<file path="src/rtl/seg7_scan_driver_if.sv">
// Load handshake and display-pin bundle for seg7_scan_driver.
// The master drives the value/load side; the slave (the driver) owns the pins.
interface seg7_scan_driver_if #(
    parameter int NUM_DIGITS = 4,
    parameter int BIN_WIDTH  = 14
);
    logic [BIN_WIDTH-1:0]  i_value;
    logic                  i_load;
    logic                  i_hex_mode;
    logic [NUM_DIGITS-1:0] i_dots;
    logic                  o_busy;
    logic                  o_overflow;
    logic [0:6]            o_segment_enable;
    logic [0:NUM_DIGITS-1] o_display_enable;
    logic                  o_dot_enable;

    modport master (
        output i_value, i_load, i_hex_mode, i_dots,
        input  o_busy, o_overflow, o_segment_enable, o_display_enable, o_dot_enable
    );

    modport slave (
        input  i_value, i_load, i_hex_mode, i_dots,
        output o_busy, o_overflow, o_segment_enable, o_display_enable, o_dot_enable
    );
endinterface

</file>
<file path="src/rtl/seg7_scan_driver.sv">
// Time-multiplexed active-low 7-segment driver: sequential double-dabble (or hex
// pass-through) into a tear-free display register, then a refresh-rate digit scanner.
module seg7_scan_driver #(
    parameter int NUM_DIGITS    = 4,
    parameter int BIN_WIDTH     = 14,
    parameter int REFRESH_DIV   = 100000,
    parameter int BLANK_LEADING = 1
) (
    input  logic              clk,
    input  logic              i_reset,
    seg7_scan_driver_if.slave bus
);
    localparam int BCD_W = 4 * NUM_DIGITS;
    localparam int CNT_W = $clog2(BIN_WIDTH + 1);
    localparam int REF_W = (REFRESH_DIV > 1) ? $clog2(REFRESH_DIV) : 1;
    localparam int IDX_W = (NUM_DIGITS > 1) ? $clog2(NUM_DIGITS) : 1;

    function automatic logic [63:0] pow10(input int n);
        logic [63:0] p;
        p = 64'd1;
        for (int k = 0; k < n; k++) p = p * 64'd10;
        return p;
    endfunction

    localparam logic [63:0] DEC_MAX = pow10(NUM_DIGITS) - 64'd1;

    function automatic logic [0:6] decode(input logic [3:0] nib);
        case (nib)
            4'h0: return 7'b0000001;
            4'h1: return 7'b1001111;
            4'h2: return 7'b0010010;
            4'h3: return 7'b0000110;
            4'h4: return 7'b1001100;
            4'h5: return 7'b0100100;
            4'h6: return 7'b0100000;
            4'h7: return 7'b0001111;
            4'h8: return 7'b0000000;
            4'h9: return 7'b0000100;
            4'hA: return 7'b0001000;
            4'hB: return 7'b1100000;
            4'hC: return 7'b0110001;
            4'hD: return 7'b1000010;
            4'hE: return 7'b0110000;
            default: return 7'b0111000;
        endcase
    endfunction

    typedef enum logic [1:0] {IDLE, CONVERT, COMMIT} state_e;

    state_e                     state_q, state_d;
    logic                       latch_en, step_en, commit_en;
    logic [BIN_WIDTH-1:0]       bin_q, bin_d;
    logic [BCD_W-1:0]           bcd_q, bcd_d, bcd_adj;
    logic [BCD_W+BIN_WIDTH-1:0] shifted;
    logic [CNT_W-1:0]           cnt_q;
    logic                       hex_q, ovf_pend_q, load_ovf;
    logic [BCD_W-1:0]           disp_q;
    logic                       disp_ovf_q;

    logic [REF_W-1:0]           ref_q;
    logic [IDX_W-1:0]           idx_q;
    logic [3:0]                 nib;
    logic                       upper_zero;
    logic [0:6]                 seg_d, seg_q;
    logic [0:NUM_DIGITS-1]      an_d, an_q;
    logic                       dot_q;

    // NOTE: clocked state uses <= so every register samples pre-edge values.
    always_ff @(posedge clk) begin
        if (i_reset) state_q <= IDLE;
        else         state_q <= state_d;
    end

    // NOTE: every always_comb output gets a default first, so no latch can be inferred.
    always_comb begin
        state_d = state_q;
        unique case (state_q)
            IDLE:    if (bus.i_load) state_d = CONVERT;
            CONVERT: if (hex_q || cnt_q == CNT_W'(BIN_WIDTH - 1)) state_d = COMMIT;
            COMMIT:  state_d = IDLE;
            default: state_d = IDLE;
        endcase
    end

    always_comb begin
        latch_en  = (state_q == IDLE) && bus.i_load;
        step_en   = (state_q == CONVERT);
        commit_en = (state_q == COMMIT);
    end

    assign bus.o_busy = (state_q != IDLE);

    // Overflow is judged against the raw value, before any conversion happens.
    assign load_ovf = bus.i_hex_mode ? |(bus.i_value >> BCD_W)
                                     : (64'(bus.i_value) > DEC_MAX);

    always_comb begin
        bcd_adj = bcd_q;
        for (int i = 0; i < NUM_DIGITS; i++) begin
            if (bcd_q[4*i +: 4] >= 4'd5) bcd_adj[4*i +: 4] = bcd_q[4*i +: 4] + 4'd3;
        end
        shifted = {bcd_adj, bin_q} << 1;
        if (hex_q) begin
            bcd_d = BCD_W'(bin_q);
            bin_d = bin_q;
        end else begin
            bcd_d = shifted[BCD_W+BIN_WIDTH-1 -: BCD_W];
            bin_d = shifted[BIN_WIDTH-1:0];
        end
    end

    always_ff @(posedge clk) begin
        if (i_reset) begin
            bin_q      <= '0;
            bcd_q      <= '0;
            cnt_q      <= '0;
            hex_q      <= 1'b0;
            ovf_pend_q <= 1'b0;
            disp_q     <= '0;
            disp_ovf_q <= 1'b0;
        end else begin
            if (latch_en) begin
                bin_q      <= bus.i_value;
                bcd_q      <= '0;
                cnt_q      <= '0;
                hex_q      <= bus.i_hex_mode;
                ovf_pend_q <= load_ovf;
            end else if (step_en) begin
                bin_q <= bin_d;
                bcd_q <= bcd_d;
                cnt_q <= cnt_q + 1'b1;
            end
            // The display register only changes here, so the scan never shows a partial result.
            if (commit_en) begin
                disp_q     <= bcd_q;
                disp_ovf_q <= ovf_pend_q;
            end
        end
    end

    always_comb begin
        nib        = 4'd0;
        upper_zero = 1'b1;
        an_d       = '1;
        for (int i = 0; i < NUM_DIGITS; i++) begin
            if (IDX_W'(i) == idx_q) begin
                nib     = disp_q[4*i +: 4];
                an_d[i] = 1'b0;
            end
            if (IDX_W'(i) >= idx_q && disp_q[4*i +: 4] != 4'd0) upper_zero = 1'b0;
        end
        if (disp_ovf_q)                                               seg_d = 7'b1111110;
        else if (BLANK_LEADING != 0 && idx_q != '0 && upper_zero)     seg_d = 7'b1111111;
        else                                                          seg_d = decode(nib);
    end

    always_ff @(posedge clk) begin
        if (i_reset) begin
            ref_q <= '0;
            idx_q <= '0;
            seg_q <= '1;
            an_q  <= '1;
            dot_q <= 1'b1;
        end else begin
            if (ref_q == REF_W'(REFRESH_DIV - 1)) begin
                ref_q <= '0;
                idx_q <= (idx_q == IDX_W'(NUM_DIGITS - 1)) ? '0 : idx_q + 1'b1;
            end else begin
                ref_q <= ref_q + 1'b1;
            end
            seg_q <= seg_d;
            an_q  <= an_d;
            dot_q <= ~bus.i_dots[idx_q];
        end
    end

    assign bus.o_overflow       = disp_ovf_q;
    assign bus.o_segment_enable = seg_q;
    assign bus.o_display_enable = an_q;
    assign bus.o_dot_enable     = dot_q;
endmodule
</file>
<file path="src/flat_wrapper.sv">
// flat-port wrapper written by rule: the top's interface ports become plain ports
module seg7_scan_driver_flat 
#(
    parameter int NUM_DIGITS    = 4,
    parameter int BIN_WIDTH     = 14,
    parameter int REFRESH_DIV   = 100000,
    parameter int BLANK_LEADING = 1
)
  (clk, i_reset, bus_i_value, bus_i_load, bus_i_hex_mode, bus_i_dots, bus_o_busy, bus_o_overflow, bus_o_segment_enable, bus_o_display_enable, bus_o_dot_enable);
  seg7_scan_driver_if #(.NUM_DIGITS(NUM_DIGITS), .BIN_WIDTH(BIN_WIDTH)) bus_i ();
  input  logic clk;
  input  logic i_reset;
  input wire logic [$bits(bus_i.i_value)-1:0] bus_i_value;
  input wire logic [$bits(bus_i.i_load)-1:0] bus_i_load;
  input wire logic [$bits(bus_i.i_hex_mode)-1:0] bus_i_hex_mode;
  input wire logic [$bits(bus_i.i_dots)-1:0] bus_i_dots;
  output wire logic [$bits(bus_i.o_busy)-1:0] bus_o_busy;
  output wire logic [$bits(bus_i.o_overflow)-1:0] bus_o_overflow;
  output wire logic [$bits(bus_i.o_segment_enable)-1:0] bus_o_segment_enable;
  output wire logic [$bits(bus_i.o_display_enable)-1:0] bus_o_display_enable;
  output wire logic [$bits(bus_i.o_dot_enable)-1:0] bus_o_dot_enable;
  assign bus_i.i_value = bus_i_value;
  assign bus_i.i_load = bus_i_load;
  assign bus_i.i_hex_mode = bus_i_hex_mode;
  assign bus_i.i_dots = bus_i_dots;
  assign bus_o_busy = bus_i.o_busy;
  assign bus_o_overflow = bus_i.o_overflow;
  assign bus_o_segment_enable = bus_i.o_segment_enable;
  assign bus_o_display_enable = bus_i.o_display_enable;
  assign bus_o_dot_enable = bus_i.o_dot_enable;
  seg7_scan_driver #(.NUM_DIGITS(NUM_DIGITS), .BIN_WIDTH(BIN_WIDTH), .REFRESH_DIV(REFRESH_DIV), .BLANK_LEADING(BLANK_LEADING)) u_core (.clk(clk), .i_reset(i_reset), .bus(bus_i));
endmodule
</file>
<file path="config.mk">
export PLATFORM = sky130hd
export DESIGN_NAME = seg7_scan_driver_flat
export DESIGN_NICKNAME = d
export VERILOG_FILES = /design/src/rtl/seg7_scan_driver_if.sv /design/src/rtl/seg7_scan_driver.sv /design/src/flat_wrapper.sv
export SDC_FILE = /design/constraint.sdc
export NUM_CORES = 1
export LEC_CHECK = 0
export BUFFER_PORTS_ARGS = -buffer_cell sky130_fd_sc_hd__buf_2
export CAP_MARGIN = 20
export CORE_ASPECT_RATIO = 1.75
export CORE_MARGIN = 1.5
export CORE_UTILIZATION = 55
export CTS_BUF_LIST = sky130_fd_sc_hd__clkbuf_4
export DETAILED_ROUTE_END_ITERATION = 12
export HOLD_SLACK_MARGIN = 0.15
export PLACE_DENSITY = 0.7
export REMOVE_ABC_BUFFERS = 1
export SLEW_MARGIN = 30
export SYNTH_ARGS = -nofsm -noshare
export SYNTH_HDL_FRONTEND = slang
export SYNTH_SLANG_ARGS = --single-unit
export TNS_END_PERCENT = 50
</file>
<file path="constraint.sdc">
create_clock -name clk -period 5 [get_ports clk]
set_input_delay 0.75 -clock clk [delete_from_list [all_inputs] [get_ports clk]]
set_output_delay 0.75 -clock clk [all_outputs]
set_load 0.02 [all_outputs]
</file>
[After elaboration in Yosys (flattened, before gate mapping)]
Memory sizes are Yosys's and may differ from the RTL's.
Index checks and enable logic that the tools add are counted.
Word-level totals
  flip-flop bits (word level): 86
  bits of input ports: 22
  word-level logic and storage cells: 94
  memory bits (read-only): 112
  memories kept: 1
  output and inout bits: 14
Memories
  (name not given): words 16, width 7, read ports 1, clocked after Yosys merged registers in 0, wr ports 0, RTL line seg7_scan_driver.sv:28  | case (nib)
Cells by class
  add/sub/neg operators: 7
  reductions and logical operators: 21
  multiplexer cells: 29
  order comparisons: 10
  equality and inequality tests: 11
  bitwise operators: 1
Operator list (count)
  14-bit 2-to-1 mux: 3
  4-bit 2-to-1 mux: 7
  17-bit by 1-bit adder with 17-bit output, second input constant: 1
  17-bit equality test, second input constant: 1
  4-bit by 3-bit greater-or-equal comparator with 1-bit output, second input constant: 4
  16-bit 2-to-1 mux: 1
  4-bit nonzero test: 4
  14-bit > comparator, second input constant: 1
  4-bit by 2-bit adder with 4-bit output, second input constant: 3
  1-bit 2-to-1 mux: 12
  1-bit logical AND: 6
  2-bit 2-to-1 mux: 3
  2-bit nonzero test: 3
  4-bit by 1-bit adder with 4-bit output, second input constant: 1
  2-bit equality test, first input constant: 2
  2-bit equality test, second input constant: 2
  4-bit equality test, second input constant: 1
  1-bit by 2-bit greater-or-equal comparator with 1-bit output, first input constant: 2
  2-bit greater-or-equal comparator, first input constant: 2
  2-bit zero test: 2
  2-bit != test, second input constant: 2
  2-bit case mux with 2 select lines: 1
  2-bit AND reduction: 2
  2-bit OR reduction: 2
  other kinds (11): 11

[Logic depth before layout (Yosys ltp)]
Gate-level depths: netlist of run 1.
  depth in word-level cells: 9
  depth in mapped cells: 10
  depth with buffers taken out: 10

[Least setup slack after synthesis of run 1]
OpenSTA, ideal clock, no wires.
  path kind: flip-flop to flip-flop
  start: reg u_core.idx_q[1]
  end: reg u_core.seg_q, in the netlist u_core.bus.o_segment_enable[5]
  period minus slack after synthesis: 2174 ps
  data arrival time: 2035 ps
  required time: 4860 ps
  stages on the path, launching flop included: 11
  setup slack: 2826 ps
  buffers on the path: 0
  setup time: 140 ps
  cells stage by stage: dfxtp_1 > inv_1 > ha_1 > inv_1 > nand3_1 > a31oi_1 > inv_1 > ha_1 > mux2_1 > nand2_1 > o311ai_1
On the way
  cells in the longest elaborated chain, start to end: 8
  elaborated cells on any way between the ends: 24
  classes of those cells: order compare: 4; eq/ne: 3; mux: 8; reduce/logical: 8; memory: 1
Ends and longest elaborated chain
  start: declaration: RTL line seg7_scan_driver.sv:61  | logic [IDX_W-1:0] idx_q;
  start signal: assignment: RTL line seg7_scan_driver.sv:167  | idx_q <= (idx_q == IDX_W'(NUM_DIGITS - 1)) ? '0 : idx_q + 1'b1;
  branches (longest 8 deep; another with memory read 16 x 7 bit)
  end signal: assignment: RTL line seg7_scan_driver.sv:171  | seg_q <= seg_d;
  end: declaration: RTL line seg7_scan_driver.sv:64  | logic [0:6] seg_d, seg_q;
Several ways; the timed one is not identified.
A chain may end at the register's enable or synchronous reset.

[Final worst setup path of run 1]
Ends and elaborated chain as after synthesis.

==> impl_metrics.yaml, run 1 <==
status:
  outcome: "finished clean"
critical_path:
  max_stage_delay_ps: 480
  worstPathCellList: "inv_1 -> ha_1 -> inv_1 -> nand3_1 -> a31oi_1 -> inv_1 -> ha_1 -> mux2_1 -> nand2_1 -> o311ai_1"
  critical-path-top-delay-family: "adder cells"
  ff2ff_path_depth: 10
  r2r_start: "u_core.idx_q[1]"
  crit_path_start_kind: "flip-flop"
  rr_endpoint: "u_core.bus.o_segment_enable[5]"
  critPathArrivalTime_ps: 2850
  worst_path_most_repeated_cell: "sky130_fd_sc_hd__inv_1"
  required_ps: 5320
  crit_start: "u_core.idx_q[1]"
  rrSetupSlack_ps: 2470
  critPathKind: "reg2reg"
  worst-path-max-fanout: 8
  cp.buffers_inverters: 3
  critical-path-slowest-cell: "sky130_fd_sc_hd__dfxtp_1"
  worstSetupEndpointType: "flip-flop"
min_path:
  hold_path.startpoint: "u_core.disp_q[3]"
  hold_depth: 2
  min-delay-path-class: "reg2reg"
  hold_path_end: "u_core.disp_q[3]"
finish:
  layout-drive-gt1-share: 0.131
  nNetsFinal: 580
  most-common-layout-cells: "86 x sky130_fd_sc_hd__dfxtp_1, 81 x sky130_fd_sc_hd__nand2_1, 47 x sky130_fd_sc_hd__nor2_1, 40 x sky130_fd_sc_hd__a21oi_1, 35 x sky130_fd_sc_hd__buf_2"
  layout.cells.most_common: "sky130_fd_sc_hd__dfxtp_1"
  area_delta_synth_final_pct: 9.34
  post-route-util: 0.620
  post_route_non_filler_standard_cell_count: 629
power_and_ir_drop:
  power_leakage_nw: 1.82
  pwr-share-seq: 0.541
  combinationalPowerShare: 0.097
  power.switching_mw: 0.339
  internal_power_mw: 1.01
  finalPower_mw: 1.35
  power.density_cell_area_mw_per_mm2: 289
  irDropWorstVdd_v: 0.000267
  power_frac_clock: 0.362
  swShare: 0.252
cts:
  numClockSinks: 86
  ctsRootBufferMaster: "sky130_fd_sc_hd__clkbuf_4"
  cts_max_level: 3
  clk_pin_slew_ps: 130
  worst_skew_pair.late_latency_ps: 440
  ctsResizeCount: 0
  numCtsBuffers: 9
  tritoncts: "yes"
  cts.hold.buffers_added: 0
  cts_setup_buffers: 0
  max-clock-path-buffers: 2
sta:
  clock.fmax_mhz: 395
  timing_hold_violations_final: 0
  whs_ps: 466
  finalWorstPathRequiredPeriod_ps: 2530
  max-slew-margin-rel: 0.578
  setup_violations: 0
  report.final.slew_viol_count: 0
  setup_tns_ps: 0
  grt_setup_unrepaired: "no"
  worst_slew_pin_slew_ps: 630
  min_period_over_period: 0.506
  fin_worst_skew_ps: 11.6
grt:
  grt.total_usage: 0.230
  grt_antenna_before_repair: 1
  grt_start_max_net_pins: 37
  grt_first_pass_wirelength_um: 15500
  aggregate_global_routing_overflow: 0
  grt_pass1_vias: 3421
placed_design:
  post-place-cells: 612
  dp_hpwl_um: 6440
  gp_congestion: 0.948
  port-buffer-count: 35
routing:
  ant_nets: 0
  detailed_routing_iteration_count_for_the_pre_antenna_repair_pass: 4
  wl_per_cell_um: 14.2
  vias: 3534
  drt_first_iter_violations: 155
  wirelength_um: 8960
  drc: 0
  post_drt_via_cell_ratio: 5.62
yosys:
  postSynth.asyncResetShare: 0
  ys_warn_count: 0
  yosys.cell_types.count: 54
  synthesis.instances: 511
  synthesis.area_mm2: 0.00426
  ys_seq_area_frac: 0.404
  synth_enable_flop_cells: 0
  synth_ff_type: "sky130_fd_sc_hd__dfxtp_1"
  synth.ff_latch_count: 86
  synth.avg_cell_area_um2: 8.34
die:
  fp.dieArea_mm2: 0.00830
  design.portCount: 36
  initial_core_util: 0.567
  die_width_um: 69.5
  chipHeight_um: 119
  core_mm2: 0.00751
  core.rowCount: 42
run:
  maxCapViolations: 0
==> through the flow <==
step | instance area (µm²) | worst slack, ps
after global placement | 4470 | 2580
final | 4660 | 2470
after floorplan | 4140 | 2560
after detailed placement | 4480 | 2520
after global routing | 4660 | 2220
after CTS | 4660 | 2490
==> area by class of cell <==
type / instances / area (µm²)
Timing Repair Buffer: 41 / 220
Clock buffer: 9 / 67.6
Antenna cell: 1 / 2.50
Inverter: 19 / 71.3
Clock inverter: 7 / 113
Fill cell: 700 / 2860
Tap cell: 88 / 110
Multi-Input combinational cell: 378 / 2350
Sequential cell: 86 / 1720
==> worst reg2reg max path, stage by stage (launching register included) <==
cell and delay (ps):
sky130_fd_sc_hd__dfxtp_1 480, sky130_fd_sc_hd__inv_1 100, sky130_fd_sc_hd__ha_1 290, sky130_fd_sc_hd__inv_1 130, sky130_fd_sc_hd__nand3_1 100, sky130_fd_sc_hd__a31oi_1 410, sky130_fd_sc_hd__inv_1 170, sky130_fd_sc_hd__ha_1 260
sky130_fd_sc_hd__mux2_1 310, sky130_fd_sc_hd__nand2_1 70, sky130_fd_sc_hd__o311ai_1 90
==> power groups by stage <==
| stage | clock (mW) | combinational, mW | sequential (mW) |
|---|---|---|---|
| floorplan | 0 | 0.0777 | 0.746 |
| global placement | 0 | 0.128 | 0.743 |
| detailed placement | 0 | 0.130 | 0.744 |
| CTS | 0.503 | 0.131 | 0.729 |
| global route | 0.529 | 0.148 | 0.733 |
| finish | 0.488 | 0.131 | 0.729 |
==> how the worst max path moves through the flow <==
stage	end	slack (ps)	cells after the start
floorplan	u_core.bus.o_segment_enable[5]	2560	7
global placement	u_core.bus.o_segment_enable[5]	2580	10
detailed placement	u_core.bus.o_segment_enable[5]	2520	10
CTS	u_core.bus.o_segment_enable[5]	2490	10
global route	u_core.bus.o_segment_enable[5]	2220	10
finish	u_core.bus.o_segment_enable[5]	2470	10
==> synthesized netlist by cell type (2+ instances only) <==
library cell / n / share of area
sky130_fd_sc_hd__a211o_1: 4 / 0.0082
sky130_fd_sc_hd__a211oi_1: 3 / 0.0053
sky130_fd_sc_hd__a21oi_1: 40 / 0.047
sky130_fd_sc_hd__a22oi_1: 2 / 0.0035
sky130_fd_sc_hd__a311oi_1: 15 / 0.031
sky130_fd_sc_hd__a31oi_1: 2 / 0.0029
sky130_fd_sc_hd__and2_1: 2 / 0.0029
sky130_fd_sc_hd__and3_1: 5 / 0.0073
sky130_fd_sc_hd__buf_1: 4 / 0.0035
sky130_fd_sc_hd__buf_2: 7 / 0.0082
sky130_fd_sc_hd__clkbuf_1: 16 / 0.014
sky130_fd_sc_hd__dfxtp_1: 86 / 0.40
sky130_fd_sc_hd__ha_1: 23 / 0.068
sky130_fd_sc_hd__inv_1: 18 / 0.016
sky130_fd_sc_hd__mux2i_1: 15 / 0.035
sky130_fd_sc_hd__nand2_1: 81 / 0.071
sky130_fd_sc_hd__nand2b_1: 14 / 0.021
sky130_fd_sc_hd__nand3_1: 13 / 0.015
sky130_fd_sc_hd__nand4_1: 5 / 0.0073
sky130_fd_sc_hd__nor2_1: 47 / 0.041
sky130_fd_sc_hd__nor2_2: 3 / 0.0044
sky130_fd_sc_hd__nor2b_1: 5 / 0.0073
sky130_fd_sc_hd__nor3_1: 6 / 0.0070
sky130_fd_sc_hd__nor3b_1: 5 / 0.0088
sky130_fd_sc_hd__nor4_1: 4 / 0.0059
sky130_fd_sc_hd__o211a_1: 3 / 0.0070
sky130_fd_sc_hd__o21ai_0: 29 / 0.034
sky130_fd_sc_hd__o21ai_1: 7 / 0.0082
sky130_fd_sc_hd__o221ai_1: 2 / 0.0041
sky130_fd_sc_hd__xnor2_1: 11 / 0.023
sky130_fd_sc_hd__xor2_1: 11 / 0.023
==> registers in the layout, indices dropped and copies added (netlist names), 2 cells and up <==
signal / flops
u_core.bus.o_display_enable: 4
u_core.bus.o_segment_enable: 7
u_core.disp_q: 16
u_core.ref_q: 17
u_core.state_q: 2
u_core.cnt_q: 4
u_core.bin_q: 14
u_core.idx_q: 2
u_core.bcd_q: 16
==> cells by family after synthesis <==
kind of cell / Yosys count / synth area share
AND/OR/NAND/NOR: 203 / 0.230
buffers and inverters: 47 / 0.0443
adder cells (fa/ha/maj): 23 / 0.0675
AO/OA/AOI/OAI: 112 / 0.163
XOR/XNOR: 22 / 0.0452
flip-flops: 86 / 0.404
multiplexers: 18 / 0.0458
==> routing by layer <==
| layer | global-route usage | wire length (µm) | part of all wire | up-vias |
|---|---|---|---|---|
| met5 | 0 | 0 | 0 | - |
| met4 | 0.0809 | 123 | 0.014 | 0 |
| met3 | 0.0474 | 274 | 0.031 | 10 |
| met1 | 0.241 | 3630 | 0.41 | 1638 |
| li1 | - | - | - | 1816 |
| met2 | 0.442 | 4930 | 0.55 | 70 |
(Power assumes the default switching activity.)
==> inputs of run 2 (changes only) <==
--- a/config.mk
+++ b/config.mk
@@ -13,7 +13,7 @@
 export CTS_BUF_LIST = sky130_fd_sc_hd__clkbuf_4
 export DETAILED_ROUTE_END_ITERATION = 12
 export HOLD_SLACK_MARGIN = 0.15
-export PLACE_DENSITY = 0.7
+export PLACE_DENSITY = 0.73
 export REMOVE_ABC_BUFFERS = 1
 export SLEW_MARGIN = 30
 export SYNTH_ARGS = -nofsm -noshare
==> constraint.sdc (replaced) <==
create_clock -name clk -period 2.05 [get_ports clk]
set_input_delay 0.3075 -clock clk [delete_from_list [all_inputs] [get_ports clk]]
set_output_delay 0.3075 -clock clk [all_outputs]
set_load 0.02 [all_outputs]
==> run 2 against run 1 <==
Sequential power up 140%. Cell area up 8.8%. First-iteration DRC count up 5.2%. Total power up 130%. Global-route usage up 1.1 points. Via count up 7.2%. Critical path type unchanged. Critical endpoint unchanged. Largest power group unchanged.
==> impl_metrics.yaml, run 2 (synthesis results as in run 1) <==
run:
  maxCapViolations: 0
finish:
  finish.instance_area_mm2: 0.00507
  fill_cells: 641
  layout.cells.most_common: "sky130_fd_sc_hd__dfxtp_1"
  area_delta_synth_final_pct: 18.9
  post-route-util: 0.674
  nNetsFinal: 618
  max_reg_flops: 17
  largest-register: "u_core.ref_q"
  most-common-layout-cells: "84 x sky130_fd_sc_hd__dfxtp_1, 81 x sky130_fd_sc_hd__nand2_1, 47 x sky130_fd_sc_hd__nor2_1, 40 x sky130_fd_sc_hd__a21oi_1, 35 x sky130_fd_sc_hd__buf_2"
  largest_registers: "u_core.ref_q x17, u_core.bcd_q x16, u_core.disp_q x16"
  layout-drive-gt1-share: 0.199
routing:
  drt_first_iter_violations: 163
  drc: 0
  detailed_routing_iteration_count_for_the_pre_antenna_repair_pass: 4
  vias: 3787
  ant_nets: 0
  wirelength_um: 9680
  wl_per_cell_um: 14.5
  post_drt_via_cell_ratio: 5.68
critical_path:
  required_ps: 2390
  critPathKind: "reg2reg"
  rr_endpoint: "u_core.bus.o_segment_enable[5]"
  crit_start: "u_core.idx_q[0]"
  worst-path-max-fanout: 6
  worstPathCellList: "inv_4 -> ha_4 -> nand2b_1 -> mux2i_2 -> a31oi_4 -> buf_4 -> ha_2 -> mux2_1 -> nand2_1 -> o311ai_1"
  max_stage_delay_ps: 410
  worstSetupEndpointType: "flip-flop"
  ff2ff_path_depth: 10
  rrSetupSlack_ps: 70
  critical-path-slowest-cell: "sky130_fd_sc_hd__dfxtp_4"
  r2r_start: "u_core.idx_q[0]"
  critPathArrivalTime_ps: 2320
  crit_path_start_kind: "flip-flop"
power_and_ir_drop:
  irDropWorstVdd_v: 0.000474
  power_leakage_nw: 2.00
  power.density_cell_area_mw_per_mm2: 614
  finalPower_mw: 3.11
cts:
  tritoncts: "yes"
  max-clock-path-buffers: 2
  worst_skew_pair.late_latency_ps: 460
  numClockSinks: 86
  clk_pin_slew_ps: 150
  cts_max_level: 3
  numCtsBuffers: 9
  ctsRootBufferMaster: "sky130_fd_sc_hd__clkbuf_4"
sta:
  max-slew-margin-rel: 0.603
  fin_worst_skew_ps: 21.0
  worst_slew_pin_slew_ps: 595
  report.final.slew_viol_count: 0
  timing_hold_violations_final: 0
  setup_violations: 0
  min_period_over_period: 0.967
  postLayoutSetupSlackWorst_ps: 68.1
  setup_tns_ps: 0
  finalWorstPathRequiredPeriod_ps: 1980
  clock.fmax_mhz: 505
die:
  core.rowCount: 42
  initial_core_util: 0.567
  fp.dieArea_mm2: 0.00830
  design.portCount: 36
  die_width_um: 69.5
  chipHeight_um: 119
  core_mm2: 0.00751
min_path:
  min-delay-path-class: "in2reg"
  hold_path_end: "u_core.bin_q[12]"
  hold_path.startpoint: "bus_i_value[12]"
  hold_depth: 3
grt:
  grt_start_max_net_pins: 29
  grt_first_pass_wirelength_um: 16300
  aggregate_global_routing_overflow: 0
  grt_pass1_vias: 3635
  grt.total_usage: 0.242
  grt_antenna_before_repair: 1
placed_design:
  placedInstanceArea_mm2: 0.00462
  gp_congestion: 1.01
  port-buffer-count: 35
  placement.setup.worst_slack_ps: -93.6
  dp_hpwl_um: 6950
status:
  outcome: "finished clean"
==> run 2: worst max path at each step <==
stage | end | slack [ps]
global placement | u_core.bus.o_segment_enable[5] | -20
global route | u_core.bus.o_segment_enable[6] | -10
finish | u_core.bus.o_segment_enable[5] | 70
floorplan | u_core.bus.o_segment_enable[5] | -390
CTS | u_core.bus.o_segment_enable[0] | -20
detailed placement | u_core.bus.o_segment_enable[5] | -90
==> run 2: layout make-up <==
class / count / area (µm²) / share of cell area
timing repair buffer: 79 / 548 / 0.108
multi-input combinational: 378 / 2460 / 0.486
antenna: 1 / 2.50 / 0.000494
tap: 88 / 110 / 0.0217
clock inverter: 7 / 68.8 / 0.0136
sequential: 86 / 1730 / 0.341
clock buffer: 9 / 67.6 / 0.0133
inverter: 19 / 76.3 / 0.0151
==> run 2: metrics by stage <==
stage | hold slack [ps] | instances
after floorplan | 377 | 483
after global placement | 443 | 631
after detailed placement | 465 | 631
after CTS | 156 | 661
after global routing | 176 | 667
final | 163 | 667
==> run 2: per-layer routing <==
layer,GRT usage,share of wire,vias to the layer above
met1,0.249,0.39,1795
met4,0.112,0.031,0
met3,0.0372,0.029,22
li1,-,-,1895
met2,0.465,0.55,75
met5,0,0,-
==> run 2: repair_timing <==
| action | CTS | global route |
|---|---|---|
| pin swaps | 0 | 5 |
| endpoints found under the hold margin | 15 | 0 |
| hold buffers | 14 | 0 |
| buffers inserted | 0 | 4 |
| endpoints found under the setup margin | 4 | 7 |
| cloned | 0 | 1 |
| resized for setup | 4 | 28 |
==> run 2: critical path, delay by kind of cell, from the launching register on <==
family / cells / cell delay [ps]
mux: 2 / 510
flops: 1 / 410
fa+ha+maj: 2 / 380
buf+inv: 2 / 250
simple gates: 2 / 170
compound gates: 2 / 130
==> run 2: power by group <==
group          total, mW  switching [mW]  internal (mW)
registers           1.78          0.0516           1.73
clock network      0.977           0.684          0.293
logic              0.351           0.202          0.149
